===== src/rtl/issue_hazard_ctrl_pkg.sv =====
// Shared unit codes, FSM states and scoreboard row constants for the issue stage.
package issue_hazard_ctrl_pkg;

  localparam logic [1:0] UNIT_AM   = 2'b00;
  localparam logic [1:0] UNIT_MEM  = 2'b01;
  localparam logic [1:0] UNIT_MULT = 2'b10;
  localparam logic [1:0] UNIT_ILL  = 2'b11;

  localparam logic [4:0] BYPASS_ROW = 5'b00001;

  localparam logic [4:0] NEW_POS_AM   = 5'b00010;
  localparam logic [4:0] NEW_POS_MEM  = 5'b00100;
  localparam logic [4:0] NEW_POS_MULT = 5'b10000;

  typedef enum logic {
    ST_EMPTY = 1'b0,
    ST_HELD  = 1'b1
  } state_e;

  // Row the new instruction's result would occupy in the execution-stage
  // shift column; the illegal code stalls anyway, so its value is moot.
  function automatic logic [4:0] new_pos(input logic [1:0] unit);
    case (unit)
      UNIT_AM:   new_pos = NEW_POS_AM;
      UNIT_MEM:  new_pos = NEW_POS_MEM;
      UNIT_MULT: new_pos = NEW_POS_MULT;
      default:   new_pos = '1;
    endcase
  endfunction

endpackage


===== src/rtl/issue_hazard_ctrl_hazard_check.sv =====
// Combinational RAW / WAW / writeback-structural / illegal-unit hazard terms.
module hazard_check
  import issue_hazard_ctrl_pkg::*;
(
  input  logic [4:0]  rs,
  input  logic        rs_used,
  input  logic [4:0]  rt,
  input  logic        rt_used,
  input  logic [4:0]  rd,
  input  logic        rd_write,
  input  logic [1:0]  unit,
  input  logic        pending_a,
  input  logic [4:0]  row_a,
  input  logic        pending_b,
  input  logic [4:0]  row_b,
  input  logic        waw_pending,
  input  logic [4:0]  waw_row,
  input  logic [31:0] haz_column,
  output logic        raw_a,
  output logic        raw_b,
  output logic        waw,
  output logic        struct_haz,
  output logic        illegal
);

  always_comb begin
    raw_a      = rs_used & (rs != '0) & pending_a & (row_a != BYPASS_ROW);
    raw_b      = rt_used & (rt != '0) & pending_b & (row_b != BYPASS_ROW);
    // An older writer still at or behind our slot would retire after us.
    waw        = rd_write & (rd != '0) & waw_pending & (waw_row >= new_pos(unit));
    struct_haz = rd_write & (haz_column != '0);
    illegal    = (unit == UNIT_ILL);
  end

endmodule


===== src/rtl/issue_hazard_ctrl.sv =====
// Issue-stage register: holds one decoded instruction, stalls on scoreboard hazards, claims rd on issue.
module issue_hazard_ctrl
  import issue_hazard_ctrl_pkg::*;
#(
  parameter int unsigned PAYLOAD_W   = 64,
  parameter int unsigned STALL_CNT_W = 16
) (
  input  logic                   clock,
  input  logic                   reset,
  input  logic                   id_valid,
  output logic                   id_ready,
  input  logic [4:0]             id_rs,
  input  logic [4:0]             id_rt,
  input  logic                   id_rs_used,
  input  logic                   id_rt_used,
  input  logic [4:0]             id_rd,
  input  logic                   id_rd_write,
  input  logic [1:0]             id_unit,
  input  logic [PAYLOAD_W-1:0]   id_payload,
  output logic [4:0]             iss_ass_addr_a,
  output logic [4:0]             iss_ass_addr_b,
  input  logic                   iss_ass_pending_a,
  input  logic                   iss_ass_pending_b,
  input  logic [4:0]             iss_ass_row_a,
  input  logic [4:0]             iss_ass_row_b,
  output logic [4:0]             waw_addr,
  input  logic                   waw_pending,
  input  logic [4:0]             waw_row,
  input  logic [31:0]            sb_haz_column,
  output logic [4:0]             writeaddr,
  output logic [1:0]             registerunit,
  output logic                   enablewrite,
  output logic                   ex_valid,
  input  logic                   ex_ready,
  output logic [1:0]             ex_unit,
  output logic [PAYLOAD_W-1:0]   ex_payload,
  input  logic                   flush,
  output logic [STALL_CNT_W-1:0] stall_count
);

  state_e                 state_q, state_d;
  logic [4:0]             rs_q, rs_d;
  logic [4:0]             rt_q, rt_d;
  logic                   rs_used_q, rs_used_d;
  logic                   rt_used_q, rt_used_d;
  logic [4:0]             rd_q, rd_d;
  logic                   rd_write_q, rd_write_d;
  logic [1:0]             unit_q, unit_d;
  logic [PAYLOAD_W-1:0]   payload_q, payload_d;
  logic [STALL_CNT_W-1:0] stall_q, stall_d;

  logic raw_a, raw_b, waw, struct_haz, illegal;
  logic hazard, held, fire, load;

  hazard_check u_hazard_check (
    .rs          (rs_q),
    .rs_used     (rs_used_q),
    .rt          (rt_q),
    .rt_used     (rt_used_q),
    .rd          (rd_q),
    .rd_write    (rd_write_q),
    .unit        (unit_q),
    .pending_a   (iss_ass_pending_a),
    .row_a       (iss_ass_row_a),
    .pending_b   (iss_ass_pending_b),
    .row_b       (iss_ass_row_b),
    .waw_pending (waw_pending),
    .waw_row     (waw_row),
    .haz_column  (sb_haz_column),
    .raw_a       (raw_a),
    .raw_b       (raw_b),
    .waw         (waw),
    .struct_haz  (struct_haz),
    .illegal     (illegal)
  );

  always_comb begin
    iss_ass_addr_a = rs_q;
    iss_ass_addr_b = rt_q;
    waw_addr       = rd_q;
    writeaddr      = rd_q;
    registerunit   = unit_q;
    ex_unit        = unit_q;
    ex_payload     = payload_q;

    held        = (state_q == ST_HELD);
    hazard      = raw_a | raw_b | waw | struct_haz | illegal;
    ex_valid    = held & ~hazard & ~flush;
    fire        = ex_valid & ex_ready;
    enablewrite = fire & rd_write_q & (rd_q != '0);
    id_ready    = ~flush & (~held | fire);
    load        = id_valid & id_ready;
    stall_count = stall_q;
  end

  always_comb begin
    state_d    = state_q;
    rs_d       = rs_q;
    rt_d       = rt_q;
    rs_used_d  = rs_used_q;
    rt_used_d  = rt_used_q;
    rd_d       = rd_q;
    rd_write_d = rd_write_q;
    unit_d     = unit_q;
    payload_d  = payload_q;
    stall_d    = stall_q;

    // id_ready already folds in flush, so load never coincides with it.
    if (flush) begin
      state_d = ST_EMPTY;
    end else if (load) begin
      state_d    = ST_HELD;
      rs_d       = id_rs;
      rt_d       = id_rt;
      rs_used_d  = id_rs_used;
      rt_used_d  = id_rt_used;
      rd_d       = id_rd;
      rd_write_d = id_rd_write;
      unit_d     = id_unit;
      payload_d  = id_payload;
    end else if (fire) begin
      state_d = ST_EMPTY;
    end

    if (held && hazard && !flush && (stall_q != '1)) begin
      stall_d = stall_q + 1'b1;
    end
  end

  always_ff @(posedge clock or posedge reset) begin
    if (reset) begin
      state_q    <= ST_EMPTY;
      rs_q       <= '0;
      rt_q       <= '0;
      rs_used_q  <= 1'b0;
      rt_used_q  <= 1'b0;
      rd_q       <= '0;
      rd_write_q <= 1'b0;
      unit_q     <= '0;
      payload_q  <= '0;
      stall_q    <= '0;
    end else begin
      state_q    <= state_d;
      rs_q       <= rs_d;
      rt_q       <= rt_d;
      rs_used_q  <= rs_used_d;
      rt_used_q  <= rt_used_d;
      rd_q       <= rd_d;
      rd_write_q <= rd_write_d;
      unit_q     <= unit_d;
      payload_q  <= payload_d;
      stall_q    <= stall_d;
    end
  end

endmodule


===== config.mk =====
export PLATFORM = sky130hd
export DESIGN_NAME = issue_hazard_ctrl
export DESIGN_NICKNAME = d
export VERILOG_FILES = /design/src/rtl/issue_hazard_ctrl_pkg.sv /design/src/rtl/issue_hazard_ctrl_hazard_check.sv /design/src/rtl/issue_hazard_ctrl.sv
export SDC_FILE = /design/constraint.sdc
export NUM_CORES = 1
export LEC_CHECK = 0
export ABC_CLOCK_PERIOD_IN_PS = 4580
export CORE_ASPECT_RATIO = 0.5
export CORE_UTILIZATION = 39
export DETAILED_ROUTE_END_ITERATION = 8
export PLACE_DENSITY = 0.91
export SYNTH_ARGS = -nofsm -noshare
export SYNTH_HDL_FRONTEND = slang
export SYNTH_SLANG_ARGS = --single-unit

===== constraint.sdc =====
create_clock -name clock -period 4.58 [get_ports clock]
set_clock_uncertainty 0.2 [all_clocks]
set_input_delay 0.916 -clock clock [delete_from_list [all_inputs] [get_ports clock]]
set_output_delay 0.916 -clock clock [all_outputs]
set_load 0.02 [all_outputs]

==> results of run 1 <==
[what timing repair did]
item	in CTS	in global routing
endpoints found under the setup margin	0	3
setup buffers	0	0
gates resized for setup	0	6
hold buffers	0	0
[power by group through the flow]
stage                     Sequential [uW]  Combinational, uW  Clock [uW]
after floorplan                      1520                365           0
after global placement               1260               1290           0
after detailed placement             1280               1320           0
after CTS                            1260               1320         896
after global routing                 1290               1390         933
final                                1260               1310         872
[sequential cells by signal, summed over array words and instances (netlist names), 2 cells and up]
name / count
stall_count: 16
iss_ass_addr_a: 5
iss_ass_addr_b: 5
ex_payload: 64
waw_addr: 5
ex_unit: 2
[through the flow]
stage	setup WS (ns)	instance area [sq um]	hold slack, ns
6_report	0.4469	7330	0.2850
3_3_place_gp	0.1236	6962	0.2674
5_1_grt	0.3288	7330	0.3018
2_1_floorplan	0.5099	4374	0.2810
3_5_place_dp	0.07018	6962	0.2738
4_1_cts	0.06794	7310	0.2883
[per-layer routing]
metal | global-route usage (%) | wire length (um)
met1 | 28.26 | 5068
met2 | 40.86 | 6855
met3 | 5.833 | 507
met4 | 8.119 | 294
met5 | 0 | 0
[area by class of cell]
class                      count  area [sq um]  share of cell area (%)
inverter                       9         36.28                  0.4950
sequential                   101          2527                   34.48
tap                          140         175.2                   2.390
multi-input combinational    184          1680                   22.93
clock buffer                  10         239.0                   3.260
timing repair buffer         252          2562                   34.96
clock inverter                 6         108.9                   1.485
[cell usage in the layout, fill, tap and decap left out, types with 2 or more instances in the layout]
master,count
nor4_2,2
clkbuf_16,9
nand2_1,6
nand3_1,9
mux2_1,60
nor3_1,2
a21oi_1,5
clkinv_2,2
buf_4,3
mux2_2,25
dfrtp_1,101
and4_1,2
or4_1,2
nor2b_1,2
xnor2_1,15
clkdlybuf4s50_1,242
o21ai_0,2
nor4_1,10
dlymetal6s2s_1,3
bufinv_16,3
inv_1,8
o21ai_1,2
ha_1,8
and3_1,5
nor2_1,6
nand4_1,8
buf_12,4
[cell usage after synthesis (2+ instances only)]
library cell and count:
and3_1 5, nor2_1 6, nand4_1 8, mux2_2 25
or4_1 2, nand3_1 9, dfrtp_1 101, ha_1 8
nor2b_1 2, buf_6 7, buf_2 2, xnor2_1 15
inv_1 9, and4_1 2, nor4_1 12, nand2_1 6
a21oi_1 5, mux2_1 60, nor3_1 2, o21ai_0 3
buf_4 7
[cells by family (layout without fill, tap and decap cells)]
family	count (synthesis)	in the layout	synth area share, %
adder cells (fa/ha/maj)	8	8	2.288
multiplexers	85	85	21.88
flip-flops	101	101	57.78
XOR/XNOR	15	15	3.004
AND/OR/NAND/NOR	61	61	8.095
buffers and inverters	26	277	4.090
AO/OA/AOI/OAI	15	15	2.860
[critical path: stages]
cell             delay, ns
clkdlybuf4s50_1       0.46
inv_1                 0.04
ha_1                  0.18
nor2b_1               0.12
o21ai_0               0.15
a31oi_1               0.14
o311ai_2              0.40
buf_4                 0.31
nor2_1                0.08
dlymetal6s2s_1        0.22
[path summary, 6_finish.rpt]
check	start	to	slack (ns)	cells after the start
min in group asynchronous	reset	held	0.82	2
max in group asynchronous	reset	ex_payload[55]	2.55	3
min	ex_payload[25]	ex_payload[25]	0.29	1
max reg2reg	ex_unit[0]	ex_payload[36]	1.13	13
max	waw_row[0]	ex_valid	0.45	10
min reg2reg	ex_payload[25]	ex_payload[25]	0.29	1
==> results by group, run 1 <==
Status
  • Status: finished clean

Placement
  • Final GP Congestion: between 0.8 and 0.9
  • Number of I/O port buffers: 245
  • Dpl cells: between 600 and 700
  • Placed wire-length estimate: slightly above 10,000 um

GRT
  • Vias in the first global route: 3,742
  • Initial antenna violation count: 0
  • Total global routing track utilization: around a quarter
  • Largest net degree at the start of global routing: 56
  • Remaining global-route overflow: 0
  • First-pass GRT wire length: slightly above 20,000 um

Layout
  • Fillers: 784
  • Layout Cells excl Fill: roughly 700
  • Fin util: 69.54%
  • Layout cells sized above 1: under 10%
  • Nets: roughly 700
  • N_diodes: 0
  • P&R area growth vs syn: 67.56%

Pwr
  • Pwr/cell area: 469.9 nW/um^2
  • LEAKAGE: about 0.0030 uW
  • Fraction of power consumed by sequential logic: roughly 37%
  • Int Power: between 2000 and 2500 uW
  • Clock share of power: between 20 and 30%
  • Comb power frac: 38.0%
  • Fraction of power spent switching nets: a little under a third
  • P_sw: around 1100 uW
  • Power Total: approximately 3400 uW
  • Max VDD drop: between 0.2 and 0.3 mV

Worst hold path
  • Worst Hold Class: reg2reg

Clock tree
  • Clk root buf: clkbuf_16
  • CTS Buffer Depth: 2
  • H-tree Lvls: 3
  • CTS tree: yes
  • Clock Latency Late Sink: between 0.3 and 0.4 ns
  • CTS Sinks: approximately 100
  • TritonCTS Buffers: 9
  • Clock Pin Slew Worst Setup and Hold Paths: 0.06 ns

Routing
  • # DRC: 0
  • Detailed-route via count: approximately 3,500
  • Final wirelength: ~13,000 um
  • Detailed-route wire length per cell: around 18 um
  • Via/cell ratio: between 4 and 5
  • Initial DRC Count: roughly 130
  • Drt pass-1 iters: 4
  • Detail Route Antenna Nets: 0

Yosys
  • Ys Warns: 0
  • #FFs+latches synth: just over 100
  • Synth top area cells: dfrtp_1 (58%), mux2_1 (15%), mux2_2 (6.4%)
  • Seq/Total Area, Yosys: between 50 and 60%
  • Async SR Flop Fraction: 100.0%
  • Primary FF master, synth: dfrtp_1
  • Post-Syn Area per Cell: between 10 and 15 sq um
  • Mapped cell area: 4374 sq um
  • Post-synth top area share: between 50% and 60%
  • Largest area contributor in the netlist: dfrtp_1
  • Post-Synthesis Cells: a little over 300
  • Netlist cell types: 36
  • Post-Syn Nets: ~460
  • Post-synth EDFFs: 0

Worst setup path
  • WP data arrival: slightly above 3 ns
  • Crit Path Category: in2out
  • Startpoint Class: primary input
  • CP max FO: 17
  • Crit path required time: between 3 and 4 ns
  • CP Capture Type: primary output

Timing
  • Least-Margin Pin Slew: between 0.6 and 0.7 ns
  • Max Slew Vio Count: 0
  • Clock period minus worst slack: just over 4 ns
  • Setup TNS: 0 ns
  • Slew Limit Headroom: between 50 and 60%
  • Maximum clock frequency: roughly 0.24 GHz
  • Final setup viols: 0
  • Fin. Hold Viols: 0
  • RSZ-0062 raised after global routing: no
  • Tcrit/Tclk final: around nine tenths

Floorplan
  • Core area: ~11,000 sq um
  • Die W: between 150 and 200 um
  • I/O pins: 246
  • Cell row count: 26
  • Initial Util: between 40 and 50%
  • Die area: 11,670 sq um
  • Die Ht: roughly 77 um

Job
  • Max_cap viols: 0
Note: power is estimated with default switching activity, not from simulation.
==> run 2: changes to the inputs <==
--- a/config.mk
+++ b/config.mk
@@ -10,6 +10,7 @@
 export CORE_UTILIZATION = 39
 export DETAILED_ROUTE_END_ITERATION = 8
 export PLACE_DENSITY = 0.91
+export SETUP_SLACK_MARGIN = 0.05
 export SYNTH_ARGS = -nofsm -noshare
 export SYNTH_HDL_FRONTEND = slang
 export SYNTH_SLANG_ARGS = --single-unit
==> results of run 2 <==
The final DEF is identical to that of run 1; final timing and power are the same.
==> run 3: changes to the inputs <==
--- a/config.mk
+++ b/config.mk
@@ -5,8 +5,8 @@
 export SDC_FILE = /design/constraint.sdc
 export NUM_CORES = 1
 export LEC_CHECK = 0
-export ABC_CLOCK_PERIOD_IN_PS = 4580
 export CORE_ASPECT_RATIO = 0.5
+export CORE_MARGIN = 2
 export CORE_UTILIZATION = 39
 export DETAILED_ROUTE_END_ITERATION = 8
 export PLACE_DENSITY = 0.91
==> results by group, run 3 (synthesis gave the netlist of run 1 again) <==
Clock tree
  • Setup Fix Bufs, Post-CTS: 0 (unchanged)
  • Clock Pin Slew Worst Setup and Hold Paths: 0.06 ns (about the same)
  • Hold bufs inserted after CTS: 0 (unchanged)
  • H-tree Lvls: 3 (unchanged)
  • CTS Sinks: 101 (unchanged)
  • CTS Buffer Depth: 2 (unchanged)
  • TritonCTS Buffers: 9 (unchanged)
  • PostCTS Resize Cnt: 1 (+1)
  • CTS tree: yes
  • Clock Latency Late Sink: 0.34 ns (about the same)
  • Clk root buf: clkbuf_16

Worst setup path
  • Crit-path slowest cell: or4b_1
  • WP data arrival: 3.20 ns (+0.18 ns)
  • Crit path required time: 3.46 ns (about the same)
  • Startpoint Class: primary input
  • Crit Path Category: in2out
  • CP delay by family, top: simple AND/OR/NAND/NOR gates
  • Delay of the slowest critical-path stage: 0.51 ns (+0.05 ns)
  • CP max FO: 3 (-14)
  • WP buf/inv: 2 (-2)
  • CP cell instances: clkdlybuf4s50_1, or4b_1, o211ai_1, a2bb2oi_2, o311ai_2, nor4_1, dlygate4sd2_1
  • CP Capture Type: primary output

Layout
  • P&R area growth vs syn: 65.33%
  • Layout cells sized above 1: 8.766% (-0.84 points)
  • Multi-input logic area: 1668 sq um (-0.74%)
  • Nets: 702 (-0.28%)
  • Max reg flops: 64 (unchanged)
  • Register Area: 2527 sq um (unchanged)
  • Most frequent cells in the layout: clkdlybuf4s50_1 (242), dfrtp_1 (101), mux2_1 (60), mux2_2 (25), xnor2_1 (15)
  • Fillers: 830 (+5.9%)
  • N_diodes: 0 (unchanged)
  • Most common cell after layout, fill and taps aside: clkdlybuf4s50_1
  • Fin util: 66.07% (-3.5 points)

Placement
  • Number of I/O port buffers: 245 (unchanged)
  • Final GP Congestion: 0.9032 (+4.5%)
  • Placed wire-length estimate: 10,190 um (+0.38%)

GRT
  • Initial antenna violation count: 0 (unchanged)
  • Vias in the first global route: 3,713 (-0.77%)
  • Largest net degree at the start of global routing: 75 (+34%)
  • Total global routing track utilization: 21.80% (-1.7 points)
  • Remaining global-route overflow: 0 (unchanged)
  • First-pass GRT wire length: 20,350 um (-1.2%)

Timing
  • Least-Margin Pin Slew: 0.7971 ns (+0.1262 ns)
  • Clock period minus worst slack: 4.314 ns (+0.1814 ns)
  • Hold slack: 0.2852 ns (+0.0002280 ns)
  • Tcrit/Tclk final: 94.20% (+4.0 points)
  • Setup TNS: 0 ns (unchanged)
  • Max Slew Vio Count: 0 (unchanged)
  • Final setup viols: 0 (unchanged)
  • Maximum clock frequency: 0.2318 GHz (-4.2%)
  • RSZ-0062 raised after global routing: no
  • Slew Limit Headroom: 46.86% (-8.4 points)
  • Fin. Hold Viols: 0 (unchanged)

Routing
  • Detail Route Antenna Nets: 0 (unchanged)
  • Drt pass-1 iters: 4 (unchanged)
  • Detailed-route wire length per cell: 18.41 um (+1.6%)
  • # DRC: 0 (unchanged)
  • Final wirelength: 12,960 um (+1.9%)
  • Initial DRC Count: 211 (+67%)
  • Detailed-route via count: 3,472 (+0.49%)
  • Via/cell ratio: 4.932 (+0.21%)

Pwr
  • Pwr/cell area: 465.2 nW/um^2 (-0.99%)
  • Max VDD drop: 0.2346 mV (-16%)
  • LEAKAGE: 0.002971 uW (-1.7%)

Floorplan
  • Die W: 153.8 um (+1.3%)
  • I/O pins: 246 (unchanged)
  • Initial Util: 39.96% (-1.5 points)
  • Cell row count: 27 (+3.8%)
  • Die area: 12,130 sq um (+4.0%)
  • Die Ht: 78.89 um (+2.6%)
  • Core area: 10,950 sq um (+3.8%)

Status
  • Status: finished clean

Job
  • Max_cap viols: 0 (unchanged)

Worst hold path
  • Worst Hold Class: reg2reg
[run 3: worst register-to-register path: stages, from the launching register on]
cell      delay (ns)
dfrtp_1         0.43
ha_1            0.31
ha_1            0.31
nor2b_1         0.14
o21ai_0         0.11
a31oi_1         0.21
o311ai_2        0.16
buf_4           0.24
o41ai_4         0.32
buf_12          0.40
mux2_1          0.42
[run 3: where the power goes]
group          total, uW  switching, uW  internal (uW)  leakage, uW
clock                811            334            477     0.000156
combinational       1290            606            686      0.00160
sequential          1260            147           1110      0.00121
[run 3: cell type report]
class | instances | area share, %
tap | 145 | 2.509
inverter | 9 | 0.5017
multi-input combinational | 184 | 23.06
clock inverter | 6 | 1.211
timing repair buffer | 250 | 34.65
clock buffer | 9 | 3.114
sequential | 101 | 34.95
[run 3: metal layers]
layer | up-vias | share of wire (%) | GRT usage, %
met1 | 1739 | 39 | 25.72
met3 | 33 | 4.8 | 5.459
met5 | - | 0 | 0
met2 | 102 | 53 | 39.47
met4 | 0 | 2.9 | 7.248
li1 | 1598 | - | -
[run 3: final timing paths]
kind	startpoint	to	slack, ns	depth (start not counted)
setup reg to reg	ex_unit[0]	ex_payload[2]	1.22	10
max in group asynchronous	reset	rt_used_q	2.53	3
min in group asynchronous	reset	held	0.86	2
hold reg to reg	ex_payload[18]	ex_payload[18]	0.29	1
hold / removal	ex_payload[18]	ex_payload[18]	0.29	1
setup / recovery	iss_ass_row_a[3]	enablewrite	0.27	7
[run 3: stage by stage]
| stage | power (uW) | cell area [sq um] | setup slack [ns] | cells |
|---|---|---|---|---|
| 2_1_floorplan | 1889 | 4374 | 0.5099 | 311 |
| 5_1_grt | 3525 | 7232 | 0.1851 | 704 |
| 3_5_place_dp | 2580 | 6915 | -0.03741 | 689 |
| 6_report | 3364 | 7232 | 0.2656 | 704 |
| 4_1_cts | 3397 | 7227 | 0.07164 | 704 |
| 3_3_place_gp | 2538 | 6915 | 0.03280 | 689 |
